## src/rtl/int_gateway_if.sv

```systemverilog
// AXI4-Lite register port of the interrupt gateway (12-bit address, 32-bit data).
interface int_gateway_if;
    logic [11:0] awaddr;
    logic        awvalid;
    logic        awready;
    logic [31:0] wdata;
    logic        wvalid;
    logic        wready;
    logic [1:0]  bresp;
    logic        bvalid;
    logic        bready;
    logic [11:0] araddr;
    logic        arvalid;
    logic        arready;
    logic [31:0] rdata;
    logic [1:0]  rresp;
    logic        rvalid;
    logic        rready;

    modport master (
        output awaddr, awvalid, wdata, wvalid, bready, araddr, arvalid, rready,
        input  awready, wready, bresp, bvalid, arready, rdata, rresp, rvalid
    );

    modport slave (
        input  awaddr, awvalid, wdata, wvalid, bready, araddr, arvalid, rready,
        output awready, wready, bresp, bvalid, arready, rdata, rresp, rvalid
    );
endinterface

```

## src/rtl/int_gateway.sv

```systemverilog
// Interrupt gateway: sync + polarity/edge-level per source, one-cycle request pulse, hold in WAIT until completion.
// Pulse nsync+1 cycles after first sample; AXI one write/read in flight each. INTGW_TIMEOUT_EN adds WAIT timeout.
module int_gateway #(
    parameter int ndev  = 8,
    parameter int nsync = 2,
    parameter int tmo_w = 16
) (
    input  logic                    clk,
    input  logic                    rst,
    input  logic [ndev-1:0]         irq_src,
    output logic [ndev-1:0]         int_vect,
    input  logic                    cmpl_valid,
    input  logic [$clog2(ndev)-1:0] cmpl_id,
    int_gateway_if.slave            s_axi
);
    localparam logic [ndev-1:0] src_mask = {{(ndev-1){1'b1}}, 1'b0};
    localparam logic [9:0] A_MODE  = 10'd0;
    localparam logic [9:0] A_POL   = 10'd1;
    localparam logic [9:0] A_INFL  = 10'd2;
    localparam logic [9:0] A_EPEND = 10'd3;
    localparam logic [9:0] A_TMO   = 10'd4;
    localparam logic [9:0] A_TSTAT = 10'd5;

    typedef enum logic {S_IDLE, S_WAIT} state_t;

    state_t          st [ndev];
    state_t          st_nx [ndev];
    logic [ndev-1:0] sync_q [nsync];
    logic [ndev-1:0] mode, pol, edge_pend, pend_nx, vect_nx;
    logic [ndev-1:0] act, act_q, rise, req, inflight, cmpl_hit, inf_clr, tmo_hit;

    logic        aw_full, w_full, bvalid_q, wr_commit;
    logic [9:0]  aw_idx;
    logic [31:0] w_dat;
    logic        ar_full, rvalid_q;
    logic [9:0]  ar_idx;
    logic [31:0] rdata_q, rd_val;
    logic        unused_bits;

    // ---------------- synchronizer and request shaping ----------------
    always_ff @(posedge clk) begin
        if (rst) begin
            for (int j = 0; j < nsync; j++) sync_q[j] <= '0;
            act_q <= '0;
        end else begin
            sync_q[0] <= irq_src;
            for (int j = 1; j < nsync; j++) sync_q[j] <= sync_q[j-1];
            act_q <= act;
        end
    end

    assign act  = sync_q[nsync-1] ^ pol;
    assign rise = act & ~act_q;
    assign req  = ((mode & (edge_pend | rise)) | (~mode & act)) & src_mask;

    always_comb begin
        cmpl_hit = '0;
        inflight = '0;
        for (int i = 1; i < ndev; i++) begin
            cmpl_hit[i] = cmpl_valid && (int'(cmpl_id) == i);
            inflight[i] = (st[i] == S_WAIT);
        end
    end

    assign inf_clr = (wr_commit && aw_idx == A_INFL) ? (w_dat[ndev-1:0] & src_mask) : '0;

    // ---------------- per-source IDLE/WAIT machine ----------------
    always_ff @(posedge clk) begin
        if (rst) begin
            for (int i = 0; i < ndev; i++) st[i] <= S_IDLE;
            edge_pend <= '0;
            int_vect  <= '0;
        end else begin
            for (int i = 0; i < ndev; i++) st[i] <= st_nx[i];
            edge_pend <= pend_nx;
            int_vect  <= vect_nx;
        end
    end

    always_comb begin
        st_nx   = st;
        pend_nx = edge_pend;
        vect_nx = '0;
        for (int i = 1; i < ndev; i++) begin
            case (st[i])
                S_IDLE: begin
                    if (req[i]) begin
                        vect_nx[i] = 1'b1;
                        st_nx[i]   = S_WAIT;
                        pend_nx[i] = 1'b0;
                    end
                end
                S_WAIT: begin
                    if (mode[i] && rise[i]) pend_nx[i] = 1'b1;
                    if (cmpl_hit[i] || inf_clr[i] || tmo_hit[i]) st_nx[i] = S_IDLE;
                end
                default: st_nx[i] = S_IDLE;
            endcase
            // a pending edge is meaningless once the source is level-triggered
            if (!mode[i]) pend_nx[i] = 1'b0;
        end
    end

`ifdef INTGW_TIMEOUT_EN
    localparam logic [tmo_w-1:0] tmo_one = {{(tmo_w-1){1'b0}}, 1'b1};
    logic [tmo_w-1:0] tmo_reg;
    logic [tmo_w-1:0] tcnt [ndev];
    logic [ndev-1:0]  tmostat;

    always_comb begin
        tmo_hit = '0;
        for (int i = 1; i < ndev; i++)
            tmo_hit[i] = (st[i] == S_WAIT) && (tmo_reg != '0) && (tcnt[i] == tmo_reg - tmo_one);
    end

    // counter holds 0 while idle, so the first WAIT cycle counts from 0
    always_ff @(posedge clk) begin
        if (rst) begin
            for (int i = 0; i < ndev; i++) tcnt[i] <= '0;
            tmo_reg <= '0;
            tmostat <= '0;
        end else begin
            for (int i = 0; i < ndev; i++) tcnt[i] <= (st[i] == S_WAIT) ? tcnt[i] + tmo_one : '0;
            if (wr_commit && aw_idx == A_TMO) tmo_reg <= w_dat[tmo_w-1:0];
            if (wr_commit && aw_idx == A_TSTAT)
                tmostat <= (tmostat & ~(w_dat[ndev-1:0] & src_mask)) | tmo_hit;
            else
                tmostat <= tmostat | tmo_hit;
        end
    end
`else
    assign tmo_hit = '0;
`endif

    // ---------------- AXI write channel ----------------
    assign s_axi.awready = !aw_full;
    assign s_axi.wready  = !w_full;
    assign s_axi.bvalid  = bvalid_q;
    assign s_axi.bresp   = 2'b00;
    assign wr_commit     = aw_full && w_full && !bvalid_q;

    always_ff @(posedge clk) begin
        if (rst) begin
            aw_full  <= 1'b0;
            w_full   <= 1'b0;
            bvalid_q <= 1'b0;
            aw_idx   <= '0;
            w_dat    <= '0;
            mode     <= '0;
            pol      <= '0;
        end else begin
            if (s_axi.awvalid && !aw_full) begin
                aw_full <= 1'b1;
                aw_idx  <= s_axi.awaddr[11:2];
            end
            if (s_axi.wvalid && !w_full) begin
                w_full <= 1'b1;
                w_dat  <= s_axi.wdata;
            end
            if (wr_commit) begin
                bvalid_q <= 1'b1;
                if (aw_idx == A_MODE) mode <= w_dat[ndev-1:0] & src_mask;
                if (aw_idx == A_POL)  pol  <= w_dat[ndev-1:0] & src_mask;
            end
            if (bvalid_q && s_axi.bready) begin
                bvalid_q <= 1'b0;
                aw_full  <= 1'b0;
                w_full   <= 1'b0;
            end
        end
    end

    // ---------------- AXI read channel ----------------
    assign s_axi.arready = !ar_full;
    assign s_axi.rvalid  = rvalid_q;
    assign s_axi.rdata   = rdata_q;
    assign s_axi.rresp   = 2'b00;

    always_comb begin
        rd_val = '0;
        case (ar_idx)
            A_MODE:  rd_val[ndev-1:0] = mode;
            A_POL:   rd_val[ndev-1:0] = pol;
            A_INFL:  rd_val[ndev-1:0] = inflight;
            A_EPEND: rd_val[ndev-1:0] = edge_pend;
`ifdef INTGW_TIMEOUT_EN
            A_TMO:   rd_val[tmo_w-1:0] = tmo_reg;
            A_TSTAT: rd_val[ndev-1:0]  = tmostat;
`endif
            default: rd_val = '0;
        endcase
    end

    always_ff @(posedge clk) begin
        if (rst) begin
            ar_full  <= 1'b0;
            ar_idx   <= '0;
            rvalid_q <= 1'b0;
            rdata_q  <= '0;
        end else begin
            if (s_axi.arvalid && !ar_full) begin
                ar_full <= 1'b1;
                ar_idx  <= s_axi.araddr[11:2];
            end
            if (ar_full && !rvalid_q) begin
                rvalid_q <= 1'b1;
                rdata_q  <= rd_val;
            end
            if (rvalid_q && s_axi.rready) begin
                rvalid_q <= 1'b0;
                ar_full  <= 1'b0;
            end
        end
    end

    assign unused_bits = ^{s_axi.awaddr[1:0], s_axi.araddr[1:0], w_dat};
endmodule

```

## src/flat_wrapper.sv

```systemverilog
// flat-port wrapper written by rule: the top's interface ports become plain ports
module int_gateway_flat 
#(
    parameter int ndev  = 8,
    parameter int nsync = 2,
    parameter int tmo_w = 16
)
  (clk, rst, irq_src, int_vect, cmpl_valid, cmpl_id, s_axi_awaddr, s_axi_awvalid, s_axi_wdata, s_axi_wvalid, s_axi_bready, s_axi_araddr, s_axi_arvalid, s_axi_rready, s_axi_awready, s_axi_wready, s_axi_bresp, s_axi_bvalid, s_axi_arready, s_axi_rdata, s_axi_rresp, s_axi_rvalid);
  int_gateway_if s_axi_i ();
  input  logic clk;
  input  logic rst;
  input  logic [ndev-1:0] irq_src;
  output logic [ndev-1:0] int_vect;
  input  logic cmpl_valid;
  input  logic [$clog2(ndev)-1:0] cmpl_id;
  input wire logic [$bits(s_axi_i.awaddr)-1:0] s_axi_awaddr;
  input wire logic [$bits(s_axi_i.awvalid)-1:0] s_axi_awvalid;
  input wire logic [$bits(s_axi_i.wdata)-1:0] s_axi_wdata;
  input wire logic [$bits(s_axi_i.wvalid)-1:0] s_axi_wvalid;
  input wire logic [$bits(s_axi_i.bready)-1:0] s_axi_bready;
  input wire logic [$bits(s_axi_i.araddr)-1:0] s_axi_araddr;
  input wire logic [$bits(s_axi_i.arvalid)-1:0] s_axi_arvalid;
  input wire logic [$bits(s_axi_i.rready)-1:0] s_axi_rready;
  output wire logic [$bits(s_axi_i.awready)-1:0] s_axi_awready;
  output wire logic [$bits(s_axi_i.wready)-1:0] s_axi_wready;
  output wire logic [$bits(s_axi_i.bresp)-1:0] s_axi_bresp;
  output wire logic [$bits(s_axi_i.bvalid)-1:0] s_axi_bvalid;
  output wire logic [$bits(s_axi_i.arready)-1:0] s_axi_arready;
  output wire logic [$bits(s_axi_i.rdata)-1:0] s_axi_rdata;
  output wire logic [$bits(s_axi_i.rresp)-1:0] s_axi_rresp;
  output wire logic [$bits(s_axi_i.rvalid)-1:0] s_axi_rvalid;
  assign s_axi_i.awaddr = s_axi_awaddr;
  assign s_axi_i.awvalid = s_axi_awvalid;
  assign s_axi_i.wdata = s_axi_wdata;
  assign s_axi_i.wvalid = s_axi_wvalid;
  assign s_axi_i.bready = s_axi_bready;
  assign s_axi_i.araddr = s_axi_araddr;
  assign s_axi_i.arvalid = s_axi_arvalid;
  assign s_axi_i.rready = s_axi_rready;
  assign s_axi_awready = s_axi_i.awready;
  assign s_axi_wready = s_axi_i.wready;
  assign s_axi_bresp = s_axi_i.bresp;
  assign s_axi_bvalid = s_axi_i.bvalid;
  assign s_axi_arready = s_axi_i.arready;
  assign s_axi_rdata = s_axi_i.rdata;
  assign s_axi_rresp = s_axi_i.rresp;
  assign s_axi_rvalid = s_axi_i.rvalid;
  int_gateway #(.ndev(ndev), .nsync(nsync), .tmo_w(tmo_w)) u_core (.clk(clk), .rst(rst), .irq_src(irq_src), .int_vect(int_vect), .cmpl_valid(cmpl_valid), .cmpl_id(cmpl_id), .s_axi(s_axi_i));
endmodule
```

## config.mk

```make
export PLATFORM = sky130hd
export DESIGN_NAME = int_gateway_flat
export DESIGN_NICKNAME = d
export VERILOG_FILES = /design/src/rtl/int_gateway_if.sv /design/src/rtl/int_gateway.sv /design/src/flat_wrapper.sv
export SDC_FILE = /design/constraint.sdc
export NUM_CORES = 1
export LEC_CHECK = 0
export CAP_MARGIN = 20
export CELL_PAD_IN_SITES_DETAIL_PLACEMENT = 1
export CELL_PAD_IN_SITES_GLOBAL_PLACEMENT = 2
export CORE_ASPECT_RATIO = 0.75
export CORE_MARGIN = 2
export CORE_UTILIZATION = 31
export CTS_BUF_LIST = sky130_fd_sc_hd__clkbuf_4 sky130_fd_sc_hd__clkbuf_8
export CTS_CLUSTER_DIAMETER = 80
export CTS_CLUSTER_SIZE = 8
export DETAILED_ROUTE_END_ITERATION = 8
export PLACE_DENSITY = 0.84
export SLEW_MARGIN = 0
export SYNTH_ARGS = -nofsm -noshare
export SYNTH_HDL_FRONTEND = slang
export SYNTH_SLANG_ARGS = --single-unit
export TNS_END_PERCENT = 1
```

## constraint.sdc

```tcl
create_clock -name clk -period 5.6 [get_ports clk]
set_clock_uncertainty 0.2 [all_clocks]
set_input_delay 1.68 -clock clk [delete_from_list [all_inputs] [get_ports clk]]
set_output_delay 1.68 -clock clk [all_outputs]
set_load 0.02 [all_outputs]
```

==> After elaboration in Yosys (flattened, before gate mapping) <==
Memories as Yosys holds them, arrays and structs flattened.
Cells that the tools add are included.
{ "totals": {"reg_bits": 85, "mem_bits_rw": 16, "in_bits": 75, "out_inout_bits": 49, "word_cells": 196, "mem_count": 1} }
{ "memory_table": {"columns": ["name", "depth", "word_bits", "read_ports", "rd_ports_with_merged_regs", "wr", "line_no", "rtl"], "rows": [
  ["u_core.sync_q", 2, 8, 2, 0, 2, "int_gateway.sv:28", "logic [ndev-1:0] sync_q [nsync];"]
]} }
{ "op_classes": {"eq_ne": 26, "mux": 49, "bitwise_logic": 24, "n_reduce_logical": 62} }
{ "op_table": {"columns": ["op", "count"], "rows": [
  ["$pmux W8 S4", 1],
  ["$reduce_or A2 Y1", 16],
  ["$mux W1", 31],
  ["$eq A10 B2 Y1 const B", 3],
  ["$pmux W1 S2", 14],
  ["$and A8 B8 Y8", 3],
  ["$mux W8", 3],
  ["$logic_and A1 B1 Y1", 23],
  ["$eq A10 B1 Y1 const B", 2],
  ["$logic_not A10 Y1", 2],
  ["$reduce_and A2 Y1", 9],
  ["$not A8 Y8", 2],
  ["$or A8 B8 Y8", 2],
  ["$ne A2 B1 Y1 const B", 7],
  ["$ne A2 B2 Y1 const B", 7],
  ["$not A1 Y1", 14],
  ["$eq A3 B3 Y1 const B", 4],
  ["$xor A8 B8 Y8", 1],
  ["$logic_or A1 B1 Y1", 7],
  ["$eq A3 B2 Y1 const B", 2],
  ["$logic_not A1 Y1", 5],
  ["$eq A3 B1 Y1 const B", 1],
  ["$or A1 B1 Y1", 2]
]} }

==> Logic depth before layout (Yosys ltp) <==
An unclocked memory read counts as a cell.
{ "logic_depth": {"depth_word": 8, "ltp_mapped": 5, "depth_no_buf": 3} }

==> Worst setup path after synthesis <==
No wires, ideal clock.
{ "synth_timing": {"kind": "input to register", "startpoint": "input port s_axi_wvalid", "endpoint": "register u_core.w_dat[1]", "t_arrival_ns": 2.375, "setup_slack_ns": 2.897, "path_stages": 4, "path_buffers": 1, "path_cell_list": "nor2b_1 -> clkbuf_1 -> mux2i_1 -> nor2_1"} }
{ "synth_via": {"elab_chain_cells": 1} }
{ "synth_lines": {"columns": ["item", "line_no", "rtl"], "rows": [
  ["start: declaration", "flat_wrapper.sv:19", "input wire logic [$bits(s_axi_i.wvalid)-1:0] s_axi_wvalid;"],
  ["$logic_and A1 B1 Y1", "int_gateway.sv:156", "if (s_axi.wvalid && !w_full) begin"],
  ["end signal: assignment", "int_gateway.sv:158", "w_dat <= s_axi.wdata;"],
  ["end: declaration", "int_gateway.sv:34", "logic [31:0] w_dat;"]
]} }
Every way passes these cells.
A chain may end at the register's enable or synchronous reset.

==> Worst setup path after layout <==
{ "layout_timing": {"startpoint": "register u_core.bvalid_q, in the netlist u_core.s_axi.bvalid", "endpoint": "output port s_axi_bvalid"} }
{ "layout_lines": {"columns": ["item", "line_no", "rtl"], "rows": [
  ["start: declaration", "int_gateway.sv:32", "logic aw_full, w_full, bvalid_q, wr_commit;"],
  ["start signal: assignment", "int_gateway.sv:146", "bvalid_q <= 1'b0;"],
  ["start signal: assignment", "int_gateway.sv:161", "bvalid_q <= 1'b1;"],
  ["start signal: assignment", "int_gateway.sv:166", "bvalid_q <= 1'b0;"],
  ["end: declaration", "flat_wrapper.sv:27", "output wire logic [$bits(s_axi_i.bvalid)-1:0] s_axi_bvalid;"]
]} }
No word-level cell between the ends.

==> reports/results.ini <==
[outcome]
status=finished, final reports clean

[grt]
grtUsageTotal_pct=14.4
grt_pass1_wl_mm=15.2
grt_max_degree=43
first_global_vias=3010
gr-total-overflow=0
antenna_found_initial=0

[critical_path]
worstSetupEndpointType=output pin
crit_family=buffers and inverters
cp_data_arrival_time_ns=1.43
worstPathRequired_ns=3.72
cp.buffers_inverters=1
critPathKind=flop to output pin
cpPeakStageDelay_ns=0.64
cp_max_fo=4
cp_slowest_cell=clkdlybuf4s50_1
cp-start-kind=flop
crit_chain=clkdlybuf4s50_1
rrSetupSlack_ns=3.30

[finish]
fillers=1438
antenna_cells=0
syn2layout_area_growth_pct=20.8
nets=540
top_regs=u_core.sync_q x14, u_core.ar_idx x10, u_core.aw_idx x10
top_register=u_core.sync_q
drive_gt1_share_pct=6.60
largest_register_ff_count=14
fin_cells=636
stdcell_area_um2=4800

[place]
portBuffers=63
dp_slack_ns=2.05
dpl_cell_area_um2=4620
dp_cells=620
place.gp.congestion=0.776
hpwl_mm=6.97

[logic_synthesis]
yosys_warnings=0
synth.avg_cell_area_um2=9.67
yosysTopAreaCell=dfxtp_1
synth_top_area_share_pct=47.8
ys_seq_area_share_pct=47.8
ys_ff_latch=95
yosys.cell_types.count=33
postSynthCellCount=411
ys_top_cells_by_area=dfxtp_1 48%, buf_4 5.7%, mux2i_1 5.3%
netlist_area_um2=3980

[power_and_ir_drop]
finalPower_uw=1300
p_leak_uw=0.00188
ir_drop_mv=0.102
powerDensity_nw_per_um2=271

[timing]
slew_viol_final=0
timing.slew.headroom_pct=45.1
finalWorstSetupSlack_ns=2.29
setup-violations-final=0
fmax_ghz=0.302
finalHoldViolCount=0
setup-tns-final_ns=0
finalCritPeriodShare_pct=59.1
tightest_slew_ns=0.817
rsz0062_at_grt=false
fin_crit_ns=3.31

[routing]
antenna_left=0
wl_mm=9.34
drc_errors=0
drtPass1Iterations=4
initialDrtViolationCount=92
vias=2906
wire_per_inst_um=14.7
viasPerCell=4.57

[clocking]
cts_resized=0
h-tree-depth=3
clockRootBuffer=clkbuf_8
path_clk_slew_ns=0.09
insertion_delay_ns=0.37
cts_tree=built
cts_hold_repair.buffers=0
cts_setup_buffers=0
clk_path_buf_depth=2
numCtsBuffers=9
cts_num_sinks=95

[die]
coreArea_um2=12400
initial_utilization_pct=32.1
die_area_um2=13800
die_w_um=135
ioPinCount=124
die_h_um=102
rows=35

[job]
cap_viol_max_count=0

[hold_path]
hold_class=flop to flop

==> cells in the final DEF, fill, tap and decap left out, drive strengths merged, types with 8 or more instances in the layout <==
| master | instances |
|---|---|
| nand2 | 43 |
| inv | 10 |
| clkbuf | 13 |
| mux2i | 21 |
| dfxtp | 95 |
| nor3 | 8 |
| nor2b | 25 |
| conb | 30 |
| a21oi | 22 |
| nor2 | 25 |
| nor4 | 9 |
| nand2b | 27 |
| clkdlybuf4s50 | 62 |
==> worst paths after layout <==
path,to,startpoint,cells after the start
setup / recovery,s_axi_bvalid,u_core.s_axi.bvalid$_SDFFE_PP0P_,1
hold / removal,u_core.sync_q[0][9]$_SDFF_PP0_,u_core.sync_q[0][1]$_SDFF_PP0_,1
setup reg to reg,u_core.pol[3]$_SDFFE_PP0P_,u_core.aw_full$_SDFFE_PP0P_,3
hold reg to reg,u_core.sync_q[0][9]$_SDFF_PP0_,u_core.sync_q[0][1]$_SDFF_PP0_,1
==> routing by layer <==
metal	track usage, %	up-vias	routed length (µm)
li1	-	1450	-
met1	18.2	1392	4380
met2	24.1	53	4500
met3	3.47	11	331
met4	5.10	0	119
met5	0	-	0
==> synth_stat cells (all sizes together) <==
library cell and n:
mux4 7, nor4 9, mux2 1, or4 1, nor3 8, conb 1
inv 10, mux2i 21, xnor2 7, buf 35, nand2b 27, a21oi 22
o31ai 1, o21ai 6, nand4 1, o32ai 7, nor2b 25, or3 1
clkbuf 17, and2 7, nand3b 7, dfxtp 95, nand4bb 1, o2bb2ai 7
a2bb2oi 7, nand2 43, o21a 4, or4b 1, o211a 7, nor2 25
==> final cells by class <==
| cell class | instances | area (µm²) | share of cell area [%] |
|---|---|---|---|
| well taps | 166 | 208 | 4.33 |
| flip-flops and latches | 95 | 1900 | 39.6 |
| clock buffers | 13 | 166 | 3.47 |
| multi-input cells | 283 | 1820 | 37.9 |
| repair buffers | 66 | 648 | 13.5 |
| clock inverters | 3 | 17.5 | 0.365 |
| inverters | 10 | 37.5 | 0.782 |
==> kinds of logic after synthesis <==
kind of cell    Yosys count  synth area share [%]
xor+xnor                  7                  1.54
mux                      29                  9.54
flops                    95                  47.8
other cells               1                0.0943
simple gates            156                  21.1
compound gates           61                  10.9
buf+inv                  62                  9.07
==> power by group <==
part	switching, µW	total (µW)	internal, µW
clock network	235	429	195
registers	20.9	721	700
logic	83.1	152	69.4
==> stage by stage <==
stage,utilization [%],hold WS (ns)
finish,38.7,0.241
global route,38.7,0.265
CTS,38.7,0.243
detailed placement,37.3,0.227
global placement,37.3,0.223
floorplan,-,0.214
No activity file was read; power rests on OpenSTA's default activity.
